### src/rtl/keccak_theta_engine.sv
// rtl/keccak_theta_engine.sv - Keccak theta step on a 5x5xLANE_W state, LPC lanes updated per cycle
module keccak_theta_engine #(
    parameter int LANE_W = 4,
    parameter int LPC    = 1
) (
    input  logic                  clk,
    input  logic                  rst,
    input  logic                  start,
    input  logic [25*LANE_W-1:0]  in_state,
    output logic                  busy,
    output logic                  done,
    output logic                  out_valid,
    output logic [25*LANE_W-1:0]  out_state
);

    if (LPC != 1 && LPC != 5 && LPC != 25) begin : g_lpc_check
        $error("keccak_theta_engine: LPC must be 1, 5 or 25");
    end
    if (LANE_W < 1 || LANE_W > 64) begin : g_lane_w_check
        $error("keccak_theta_engine: LANE_W must be in 1..64");
    end

    typedef enum logic [1:0] {IDLE, LOAD_PAR, APPLY, DONE} state_t;

    localparam logic [5:0] LPC6 = 6'(LPC);
    localparam logic [4:0] LPC5 = 5'(LPC);

    state_t                   state, state_nxt;
    logic [24:0][LANE_W-1:0]  st;
    logic [4:0][LANE_W-1:0]   par;
    logic [4:0][LANE_W-1:0]   par_live;
    logic [4:0][LANE_W-1:0]   delta;
    logic [4:0]               idx;
    logic [5:0]               idx_end;

    assign out_state = st;
    assign idx_end   = {1'b0, idx} + LPC6;

    always_comb begin
        par_live = '0;
        for (int x = 0; x < 5; x++) begin
            par_live[x] = st[x] ^ st[x+5] ^ st[x+10] ^ st[x+15] ^ st[x+20];
        end
    end

    // Per-column correction depends only on x, so one delta lane serves all five rows.
    always_comb begin
        delta = '0;
        for (int x = 0; x < 5; x++) begin
            for (int z = 0; z < LANE_W; z++) begin
                delta[x][z] = par[(x+4)%5][z] ^ par[(x+1)%5][(z+LANE_W-1)%LANE_W];
            end
        end
    end

    always_ff @(posedge clk or posedge rst) begin
        if (rst) begin
            state <= IDLE;
        end else begin
            state <= state_nxt;
        end
    end

    always_comb begin
        state_nxt = state;
        busy      = 1'b0;
        done      = 1'b0;
        case (state)
            IDLE: begin
                if (start) state_nxt = LOAD_PAR;
            end
            LOAD_PAR: begin
                busy      = 1'b1;
                state_nxt = APPLY;
            end
            APPLY: begin
                busy = 1'b1;
                if (idx_end == 6'd25) state_nxt = DONE;
            end
            DONE: begin
                done      = 1'b1;
                state_nxt = IDLE;
            end
            default: state_nxt = IDLE;
        endcase
    end

    always_ff @(posedge clk or posedge rst) begin
        if (rst) begin
            st        <= '0;
            par       <= '0;
            idx       <= '0;
            out_valid <= 1'b0;
        end else begin
            case (state)
                IDLE: begin
                    if (start) begin
                        st        <= in_state;
                        out_valid <= 1'b0;
                    end
                end
                LOAD_PAR: begin
                    par <= par_live;
                    idx <= '0;
                end
                APPLY: begin
                    // Only the registered parity is used, so in-place updates never disturb later lanes.
                    for (int l = 0; l < 25; l++) begin
                        if (6'(l) >= {1'b0, idx} && 6'(l) < idx_end) begin
                            st[l] <= st[l] ^ delta[l%5];
                        end
                    end
                    idx <= idx + LPC5;
                    if (idx_end == 6'd25) out_valid <= 1'b1;
                end
                default: ;
            endcase
        end
    end

endmodule

### config.mk
export PLATFORM = sky130hd
export DESIGN_NAME = keccak_theta_engine
export DESIGN_NICKNAME = d
export VERILOG_FILES = /design/src/rtl/keccak_theta_engine.sv
export SDC_FILE = /design/constraint.sdc
export NUM_CORES = 1
export LEC_CHECK = 0
export ABC_AREA = 0
export BUFFER_PORTS_ARGS = -buffer_cell sky130_fd_sc_hd__clkbuf_2
export CORE_ASPECT_RATIO = 1.1
export CORE_UTILIZATION = 33
export CTS_BUF_LIST = sky130_fd_sc_hd__clkbuf_8
export DETAILED_ROUTE_END_ITERATION = 6
export HOLD_SLACK_MARGIN = 0.12
export PLACE_DENSITY = 0.56
export SKIP_LAST_GASP = 1
export SLEW_MARGIN = 25
export SYNTH_ARGS = -nofsm -noshare
export SYNTH_HDL_FRONTEND = slang
export SYNTH_SLANG_ARGS = --single-unit
### constraint.sdc
create_clock -name clk -period 6.1 [get_ports clk]
set_input_delay 1.22 -clock clk [delete_from_list [all_inputs] [get_ports clk]]
set_output_delay 1.22 -clock clk [all_outputs]
set_load 0.02 [all_outputs]
==> impl_metrics.toml <==
[run_status]
status = "completed"

[drt]
antenna_left = 0
wl_met3_um = 1871
drc = 0
dr.pass1.iters = 5
top_layer_used = "met4"
m1WireLength_um = 13900
vias_per_cell = 5.711
vias = 8424
routed_wl_um = 30480
detail_route.iter0.violations = 719
wl_met2_um = 13960
wire_per_inst_um = 20.66

[timing]
tns_ns = 0
hold_ws_ns = 0.5621
finalSetupViolations = 0
timing_hold_violations_final = 0
fmax_mhz = 270.4
slew_violations = 0
finalCritPeriodShare_pct = 60.63
relSlewSlack_pct = 30.30
finClkSkew_ns = 0.01767
rsz0062_at_grt = "false"
worst_slew_pin_slew_ns = 1.045
min_period_ns = 3.698
worst_slack_ns = 2.402

[power]
p_leak_nw = 4.110
ir_drop_v = 0.0003518
powerDensity_nw_per_um2 = 704.3

[setup_path]
path_delay_family = "compound AO/OA/AOI/OAI gates"
crit_fanout = 30
slowest_delay_ns = 0.88
critPathKind = "reg -> reg"
slowest_stage = "ha_1"
cpMostUsedCell = "a21boi_1"
startpoint_type = "register"
path_cells = "ha_1 > a21boi_1 > a21boi_1 > o311ai_1 > o22ai_1 > a21oi_1"
cp.buffers_inverters = 0
crit_arrival_ns = 4.07
cp.required_ns = 6.48
endpoint_kind = "register"

[global_routing]
antenna_found_initial = 0
grt_pass1_wl_um = 46480
groute.usage.overall_pct = 22.93
grt_max_degree = 92
grt_pass1_vias = 7812
grt-ovfl-total = 0

[synthesis]
ys.flop_type = "dfrtp_1"
synth_top_area_share_pct = 37.42
syn_avg_cell_area_um2 = 8.927
synth.distinct_cells = 74
async_flop_share_pct = 100.0
yosysTopAreaCell = "dfrtp_1"
synth_seq_cells = 128
synth_edf_count = 0
ys_top_cells_by_area = "dfrtp_1, xnor2_1, a21oi_1"
netlist_instances = 959
syn_area_um2 = 8561
yosysWarnings = 0
ys_seq_area_share_pct = 37.42
syn-num-nets = 1070

[floorplanning]
coreArea_um2 = 25420
fp.dieH_um = 170.9
dieArea_um2 = 26590
io_pins = 206
rows = 61
die_x_um = 155.6
start_util_pct = 33.68

[place]
hpwl_um = 21620
io_buffers = 205
pre_cts_ws_ns = 2.585
gp_congestion = 0.9426

[clocking]
worstSkewPairLatency_ns = 0.45
h-tree-depth = 4
cts_inserted_buffers = 17
cts_tree = "yes"
cts_buffer_depth = 2
clk_pin_slew_ns = 0.08
cts_root_buf = "clkbuf_8"
post_cts_resized = 0
hold_buffers = 0
clock-sinks = 128
post_cts_buffers = 0

[hold_path]
hold_class = "reg -> reg"

[final_layout]
syn_to_final_growth_pct = 18.50
fin_nets = 1232
drive_gt1_share_pct = 24.98
n_antenna_cell = 0
nFillCells = 2632

[run]
maxCapViolations = 0
[worst paths after layout]
path                       startpoint  slack [ns]  cells after the start       endpoint
min in group asynchronous         rst        0.82                      2  out_state[28]
max reg2reg                    idx[1]        2.40                      6  out_state[71]
max                            idx[1]        2.40                      6  out_state[71]
min                         out_valid        0.56                      2      out_valid
max in group asynchronous         rst        4.14                      3  out_state[77]
min reg2reg                 out_valid        0.56                      2      out_valid
[worst min-delay path, cell delays in order, from the launching register on]
cell and delay [ns]:
dfrtp_1 0.37, a21oi_1 0.05, nor2_1 0.10
[cells in the mapped netlist (5+ instances only)]
master / count
a211oi_1: 6
inv_1: 13
clkbuf_1: 43
nand2_1: 71
nand4_1: 7
o21ai_1: 12
buf_1: 13
o21ai_0: 27
nand3_1: 54
o22a_1: 22
a22oi_1: 10
a31oi_1: 14
a311oi_1: 6
or4_1: 13
nand2b_1: 8
a32oi_1: 5
ha_1: 8
mux2_2: 20
a21oi_1: 82
xor2_1: 12
nor2b_1: 8
dfrtp_1: 128
o211ai_1: 16
buf_2: 14
mux2i_1: 12
nor3_1: 10
or3_1: 9
xnor2_1: 100
o311a_1: 8
o22ai_1: 43
or4b_1: 7
a21o_1: 6
a31o_2: 5
nor2_1: 61
a211o_1: 9
[sequential cells by signal (all words and copies together) (netlist names)]
name / count
out_valid: 1
idx: 5
out_state: 100
state: 2
par: 20
[report_power, final]
group          total, W  leakage [nW]  switching (W)  internal [W]
combinational   0.00452          2.47        0.00272       0.00180
clock          0.000635         0.158       0.000349      0.000286
sequential      0.00199          1.48       0.000694       0.00129
total           0.00714          4.11        0.00376       0.00339
[metal layers]
metal | GRT usage [%] | vias to the layer above
met4 | 7.801 | 0
met2 | 35.93 | 345
met3 | 3.647 | 42
met1 | 31.97 | 4129
met5 | 0 | -
li1 | - | 3908
[through the flow]
stage                     instances  total power [W]  area, µm²  util, %
final                          1475         0.007144      10140    39.92
after global routing           1475         0.007657      10140    39.92
after CTS                      1475         0.007159      10140    39.92
after detailed placement       1448         0.006498       9837    38.70
after global placement         1448         0.006459       9834    38.69
after floorplan                 959         0.005092       8561        -
[layout make-up]
class / instances / area [µm²] / area share [%]
Clock inverter: 8 / 46.29 / 0.4563
Clock buffer: 19 / 261.5 / 2.578
Tap cell: 346 / 432.9 / 4.267
Sequential cell: 128 / 3203 / 31.57
Inverter: 13 / 51.30 / 0.5057
Timing Repair Buffer: 215 / 1101 / 10.85
Multi-Input combinational cell: 746 / 5049 / 49.77
[placed cells by master (no fill, tap or decap), drive strengths merged, types with 5 or more instances in the layout]
| cell type | Yosys | layout |
|---|---|---|
| o22a | 22 | 22 |
| or4 | 13 | 13 |
| nand4 | 7 | 7 |
| nor4 | 5 | 5 |
| or3 | 9 | 9 |
| o31ai | 5 | 5 |
| buf | 29 | 10 |
| xor2 | 12 | 12 |
| a21o | 6 | 6 |
| nor2b | 8 | 8 |
| ha | 8 | 8 |
| dfrtp | 128 | 128 |
| xnor2 | 100 | 100 |
| a31oi | 14 | 14 |
| o311a | 8 | 8 |
| nor3 | 11 | 11 |
| nand2b | 8 | 8 |
| a31o | 5 | 5 |
| a211o | 9 | 9 |
| o22ai | 43 | 43 |
| mux2 | 21 | 21 |
| a211oi | 6 | 6 |
| o311ai | 7 | 7 |
| a21oi | 82 | 82 |
| a22oi | 10 | 10 |
| nand2 | 72 | 72 |
| mux2i | 12 | 12 |
| o21ai | 39 | 39 |
| o211ai | 16 | 16 |
| inv | 13 | 14 |
| clkbuf | 43 | 224 |
| a32oi | 5 | 5 |
| or4b | 7 | 7 |
| a311oi | 7 | 7 |
| nand3 | 55 | 55 |
| nor2 | 61 | 61 |
[cells by family (layout without fill, tap and decap cells)]
| kind of cell | Yosys count | in the layout | synth area share [%] |
|---|---|---|---|
| AOI/OAI and AO/OA | 316 | 316 | 25.26 |
| xor gates and xnor gates | 112 | 112 | 11.46 |
| adders and majority gates | 8 | 8 | 1.169 |
| buffers and inverters | 85 | 255 | 4.063 |
| DFF | 128 | 128 | 37.42 |
| muxes | 33 | 33 | 4.166 |
| and+or+nand+nor | 277 | 277 | 16.47 |
No activity file was read; power rests on OpenSTA's default activity.
